<file path="config.mk">
export PLATFORM = sky130hd
export DESIGN_NAME = mat_stream_loader
export DESIGN_NICKNAME = d
export VERILOG_FILES = /design/src/rtl/mat_stream_loader.sv
export SDC_FILE = /design/constraint.sdc
export NUM_CORES = 1
export LEC_CHECK = 0
export CAP_MARGIN = 10
export CORE_MARGIN = 10
export CORE_UTILIZATION = 45
export CTS_BUF_LIST = sky130_fd_sc_hd__clkbuf_16
export DETAILED_ROUTE_END_ITERATION = 6
export GPL_TIMING_DRIVEN = 0
export PLACE_DENSITY = 0.81
export REMOVE_ABC_BUFFERS = 1
export SLEW_MARGIN = 20
export SYNTH_ARGS = -nofsm -noshare
export SYNTH_HDL_FRONTEND = slang
export SYNTH_SLANG_ARGS = --single-unit
export TNS_END_PERCENT = 20
</file>
<file path="constraint.sdc">
create_clock -name clk -period 1.9 [get_ports clk]
set_input_delay 0.19 -clock clk [delete_from_list [all_inputs] [get_ports clk]]
set_output_delay 0.19 -clock clk [all_outputs]
set_load 0.01 [all_outputs]
</file>
<file path="src/rtl/mat_stream_loader.sv">
// mat_stream_loader: deframes a stream of 2*N*N signed elements into a matrix pair with framing-error detection
module mat_stream_loader #(
  parameter int W_IN = 8,
  parameter int N    = 2
) (
  input  logic                   clk,
  input  logic                   rst,
  input  logic                   cen,
  input  logic                   s_valid,
  output logic                   s_ready,
  input  logic [W_IN-1:0]        s_data,
  input  logic                   s_last,
  output logic signed [W_IN-1:0] matrix_1 [N][N],
  output logic signed [W_IN-1:0] matrix_2 [N][N],
  output logic                   valid_out,
  output logic                   err,
  output logic [15:0]            frame_cnt
);
  localparam int NN = N * N;
  localparam int CW = $clog2(2 * NN);
  localparam logic [CW-1:0] LAST = CW'(2 * NN - 1);
  localparam logic [CW-1:0] HALF = CW'(NN);
  typedef enum logic [1:0] {LOAD_A, LOAD_B, FLUSH} state_t;
  state_t          state;
  logic [CW-1:0]   count;
  logic [W_IN-1:0] shadow [2*NN];
  logic [W_IN-1:0] nxt    [2*NN];
  logic            acc;
  assign s_ready = cen & ~rst;
  assign acc     = s_valid & s_ready;
  // Shadow image including the beat being accepted, so the final element lands in the copy directly
  always_comb begin
    for (int i = 0; i < 2 * NN; i++)
      nxt[i] = (CW'(i) == count) ? s_data : shadow[i];
  end
  always_ff @(posedge clk) begin
    if (rst) begin
      state     <= LOAD_A;
      count     <= '0;
      valid_out <= 1'b0;
      err       <= 1'b0;
      frame_cnt <= '0;
      shadow    <= '{default: '0};
      matrix_1  <= '{default: '0};
      matrix_2  <= '{default: '0};
    end else if (cen) begin
      valid_out <= 1'b0;
      if (acc) begin
        if (state == FLUSH) begin
          if (s_last) begin
            count <= '0;
            state <= LOAD_A;
          end
        end else begin
          shadow[count] <= s_data;
          if (count == LAST) begin
            count <= '0;
            if (s_last) begin
              for (int r = 0; r < N; r++)
                for (int c = 0; c < N; c++) begin
                  matrix_1[r][c] <= nxt[r*N+c];
                  matrix_2[r][c] <= nxt[NN+r*N+c];
                end
              valid_out <= 1'b1;
              frame_cnt <= frame_cnt + 16'd1;
              state     <= LOAD_A;
            end else begin
              err   <= 1'b1;
              state <= FLUSH;
            end
          end else if (s_last) begin
            err   <= 1'b1;
            count <= '0;
            state <= LOAD_A;
          end else begin
            count <= count + 1'b1;
            state <= (count + 1'b1 >= HALF) ? LOAD_B : LOAD_A;
          end
        end
      end
    end
  end
endmodule

</file>
* Word level (Yosys, flattened, before mapping) *
Index checks and enable logic that the tools add are counted.

operators by class
  $add $sub $neg = 2
  $lt $le $gt $ge = 3
  equality and inequality tests = 11
  mux-type cells = 28
  bitwise gates (word level) = 5
  reductions and logical operators = 7

operator list
  kind                     number
  $mux W8                  9
  $bwmux W64               1
  $demux W8 S3             1
  $add A16 B1 Y16 const B  1
  $eq A3 B3 Y1 const A     4
  $mux W3                  4
  $reduce_and A5 Y1        2
  $mux W1                  9
  $mux W2                  4
  $eq A2 B3 Y1 const A     2
  $reduce_and A3 Y1        2
  $ge A4 B4 Y1 const B     1
  $lt A4 B1 Y1 const B     1
  $ne A2 B2 Y1 const B     2
  $not A3 Y4               1
  $add A3 B1 Y3 const B    1
  $eq A1 B3 Y1 const A     1
  $eq A3 B3 Y1 const B     1
  $ge A3 B3 Y1 const B     1
  $logic_not A3 Y1         1
  $and A1 B1 Y1            2
  $eq A2 B2 Y1 const B     1
  $not A1 Y1               2
  $reduce_bool A2 Y1       1
  $logic_and A1 B1 Y1      1

word-level totals
  register bits after elaboration = 151
  input bits = 13
  output and inout bits = 83
  logic and storage cells = 77

* Depth between registers and ports, before layout *
  depth in word-level cells = 6
  depth in mapped cells = 8
  depth with buffers taken out = 6

* Worst setup path after synthesis *
No wires, ideal clock.

  kind = reg-to-reg
  start = register count[1]
  end = register frame_cnt[9]
  library setup time = 0.135 ns
  data arrival time = 1.842 ns
  required time = 1.765 ns
  path slack = -0.077 ns
  cell stages (with the launch flop) = 8
  path buffers = 1
  period minus slack after synthesis = 1.977 ns
  cell sequence = dfxtp_1 ha_1 ha_1 and4_1 nand4_2 buf_2 o311ai_0 o41ai_1

on the way
  word-level cells in the longest chain between the ends = 2

ends and longest elaborated chain
  what                         RTL line  RTL
  from (decl)                  25        logic [CW-1:0] count;
  from (signal assigned)       76        count <= count + 1'b1;
  $eq A3 B3 Y1                 56        if (count == LAST) begin
  $reduce_and A5 Y1 (no line)  n/a
  to (signal assigned)         65        frame_cnt <= frame_cnt + 16'd1;
  to (decl)                    17        output logic [15:0] frame_cnt

Every way passes these cells.
A chain may end at the register's enable or synchronous reset.

* Worst setup path in the final report *
  start = register count[1]
  end = register frame_cnt[10]

Same word-level chain as after synthesis.

==> impl_metrics.ini <==
[route]
drt-total-wl_mm = 16.7
drc_errors = 0
drt-pass1-iter-count = 5
dr_total_vias = 5194
ant_nets = 0
wl_per_cell_um = 18.0
drt_first_iter_violations = 390
viasPerCell = 5.60

[synth]
synth_warnings = 0
synth_area_um2 = 6240
ys_types = 47
synth_edf_count = 0
async_flop_share = 0
synth_flop_cell = dfxtp_1
synth-seq-cells = 142
synthCells = 663
syn_area_per_cell_um2 = 9.42
ys_seq_area_frac = 0.455

[worst_setup_path]
endpoint = frame_cnt[10]
crit_start = count[1]
crit_path_start_kind = flop
cp-end-kind = flop
rr_startpoint = count[1]
ff2ff_setup_slack_ns = -0.007
arrival_ns = 2.26
worst_ep_required_time_ns = 2.25
crit_fanout = 6
r2r-end = frame_cnt[10]
critical_path_class = flop to flop
ff2ff_path_depth = 6

[floorplan]
std_cell_rows = 42
die_w_um = 138
start_util = 0.466
die_area_um2 = 19000
core_area_um2 = 13400
io_pins = 96
die_h_um = 138

[sta]
final.setup.tns_ns = -0.00874
fin_crit_sh = 1.00
hold_viol = 0
rsz0062_at_grt = yes
slew_violations = 0
max-slew-margin-rel = 0.427
finClkSkew_ns = 0.00500
setup_viol = 2
finalCriticalPeriod_ns = 1.91
fin_ws_ns = -0.00683
tightest_slew_ns = 0.856
max_freq_ghz = 0.524

[finish]
drive_gt1_frac = 0.182
finalNonFillerCells = 928
n_fill_cell = 1136
utilization = 0.599
area_growth_pct = 28.7
fin_nets = 760
final_area_um2 = 8030
n_antenna_cell = 0

[power_and_ir_drop]
p_switching_mw = 1.42
p_sw_frac = 0.228
pwr-share-comb = 0.044
peakVddDrop_uv = 448
seq_power_share = 0.481
intPower_mw = 4.80
cellLeakagePower_nw = 2.77
cellPowerDensity_nw_per_um2 = 775
clkPwrFrac = 0.475

[clock_network]
clk_latency_ns = 0.42
cts_tree = done
cts_root_buffer = clkbuf_16
cts_hold_buf = 0
cts-htree-levels = 4
clockBufferDepth = 2
cts_buffers = 17
clkSinkCount = 142
clkTransAtPathRegs_ns = 0.06

[global_route]
grt_start_max_net_pins = 80
grt_pass1_vias = 5154
grt.overflow.total = 0
grtUsageTotal = 0.174
antenna_found_initial = 0
grt_pass1_wl_mm = 26.0

[place]
gp_congestion = 0.778
placed_cells = 877
dp_hpwl_mm = 10.4
io_buffer_count = 95
dpl_cell_area_um2 = 7210

[run_status]
failed_checks = setup timing
status = complete, but fails checks

[worst_hold_path]
hold_class = primary input to flop

[run]
max_cap_violations = 0
-- area by class of cell --
cell class                      count  area (um2)  area share
Clock inverter                     15        90.1      0.0112
Timing Repair Buffer              116        1200       0.149
Tap cell                          176         220      0.0274
Inverter                            5        18.8     0.00234
Clock buffer                       17         425      0.0530
Sequential cell                   142        2850       0.355
Multi-Input combinational cell    457        3230       0.402
-- stage by stage --
stage          worst slack (ns)  hold slack, ns  power (mW)
2_1_floorplan             -2.95           0.255        3.15
3_3_place_gp              -7.13           0.442        3.30
3_5_place_dp             -0.705           0.449        3.32
4_1_cts               0.0000542           0.197        6.26
5_1_grt                 -0.0791           0.221        6.40
6_report               -0.00683           0.196        6.22
-- layer usage --
metal  global-route usage  vias up  part of all wire  wire [um]
li1                     -     2486                 -          -
met1                0.200     2533              0.41       6930
met2                0.294      143              0.50       8310
met3               0.0557       32             0.070       1170
met4               0.0655        0             0.020        332
met5                    0        -                 0          0
-- power groups by stage --
stage / Sequential (mW) / Combinational, mW / Clock [mW]
final: 2.99 / 0.275 / 2.95
after global routing: 2.99 / 0.293 / 3.12
after CTS: 2.99 / 0.271 / 2.99
after detailed placement: 3.07 / 0.246 / 0
after global placement: 3.07 / 0.233 / 0
after floorplan: 3.07 / 0.0817 / 0
-- worst min-delay path by stage --
stage / start / endpoint / slack, ns / cells past startpoint
6_report: rst / shadow[14] / 0.20 / 2
5_1_grt: rst / shadow[14] / 0.22 / 2
4_1_cts: rst / frame_cnt[0] / 0.20 / 2
3_5_place_dp: shadow[35] / shadow[35] / 0.45 / 2
3_3_place_gp: shadow[35] / shadow[35] / 0.44 / 2
2_1_floorplan: rst / matrix_1[0] / 0.25 / 1
-- critical path, cell delays in order, from the launching register on --
cell	delay [ns]
dfxtp_4	0.37
ha_4	0.16
ha_4	0.16
and4_4	0.27
nand4_4	0.16
or4_1	0.56
a21oi_1	0.15
-- Yosys cell counts, drive strengths merged, types with 8 or more instances --
library cell  count  area share
mux2i            74        0.12
nand4            14       0.015
nor2            104       0.063
a211oi           32       0.064
a311oi           24       0.053
ha                8       0.016
clkbuf           32       0.019
a21oi            35       0.028
nand3            26       0.021
buf              28       0.027
dfxtp           142        0.46
nand2            87       0.052
-- kinds of logic after synthesis --
logic type               after synthesis  synth area share
buffers and inverters                 65            0.0495
AO/OA/AOI/OAI                        110             0.167
flip-flops                           142             0.455
AND/OR/NAND/NOR                      261             0.189
multiplexers                          75             0.120
XOR/XNOR                               2           0.00281
adder cells (fa/ha/maj)                8            0.0160
-- registers in the layout, summed over array words and instances (netlist names) --
name,flops
state,1
shadow,56
matrix_1,32
err,1
matrix_2,32
valid_out,1
frame_cnt,16
count,3
-- cells in the final DEF, fill, tap and decap left out, types with 3 or more instances in the layout --
cell type,netlist,routed
nand4_1,13,13
o21ai_0,5,5
ha_1,8,4
nand3_1,26,26
dfxtp_1,142,139
buf_16,0,3
nand2_2,0,3
mux2i_1,74,74
clkinv_1,0,6
o31ai_1,5,5
or4_1,5,3
buf_4,2,14
clkdlybuf4s50_1,0,94
a311oi_1,5,5
inv_1,4,8
buf_6,6,4
dfxtp_4,0,3
a311oi_2,19,19
clkinv_2,0,3
nor4_2,2,3
a21oi_1,35,34
nor2_2,1,13
nand2_1,87,84
nor2_1,103,91
a211oi_2,32,32
clkbuf_16,0,18
-- what timing repair did --
item / in CTS / in global routing
cloned: 1 / 1
setup endpoints to repair: 120 / 61
pin swaps: 4 / 15
setup buffers: 12 / 5
gates resized for setup: 19 / 21
Power figures use the tool's default switching activity.
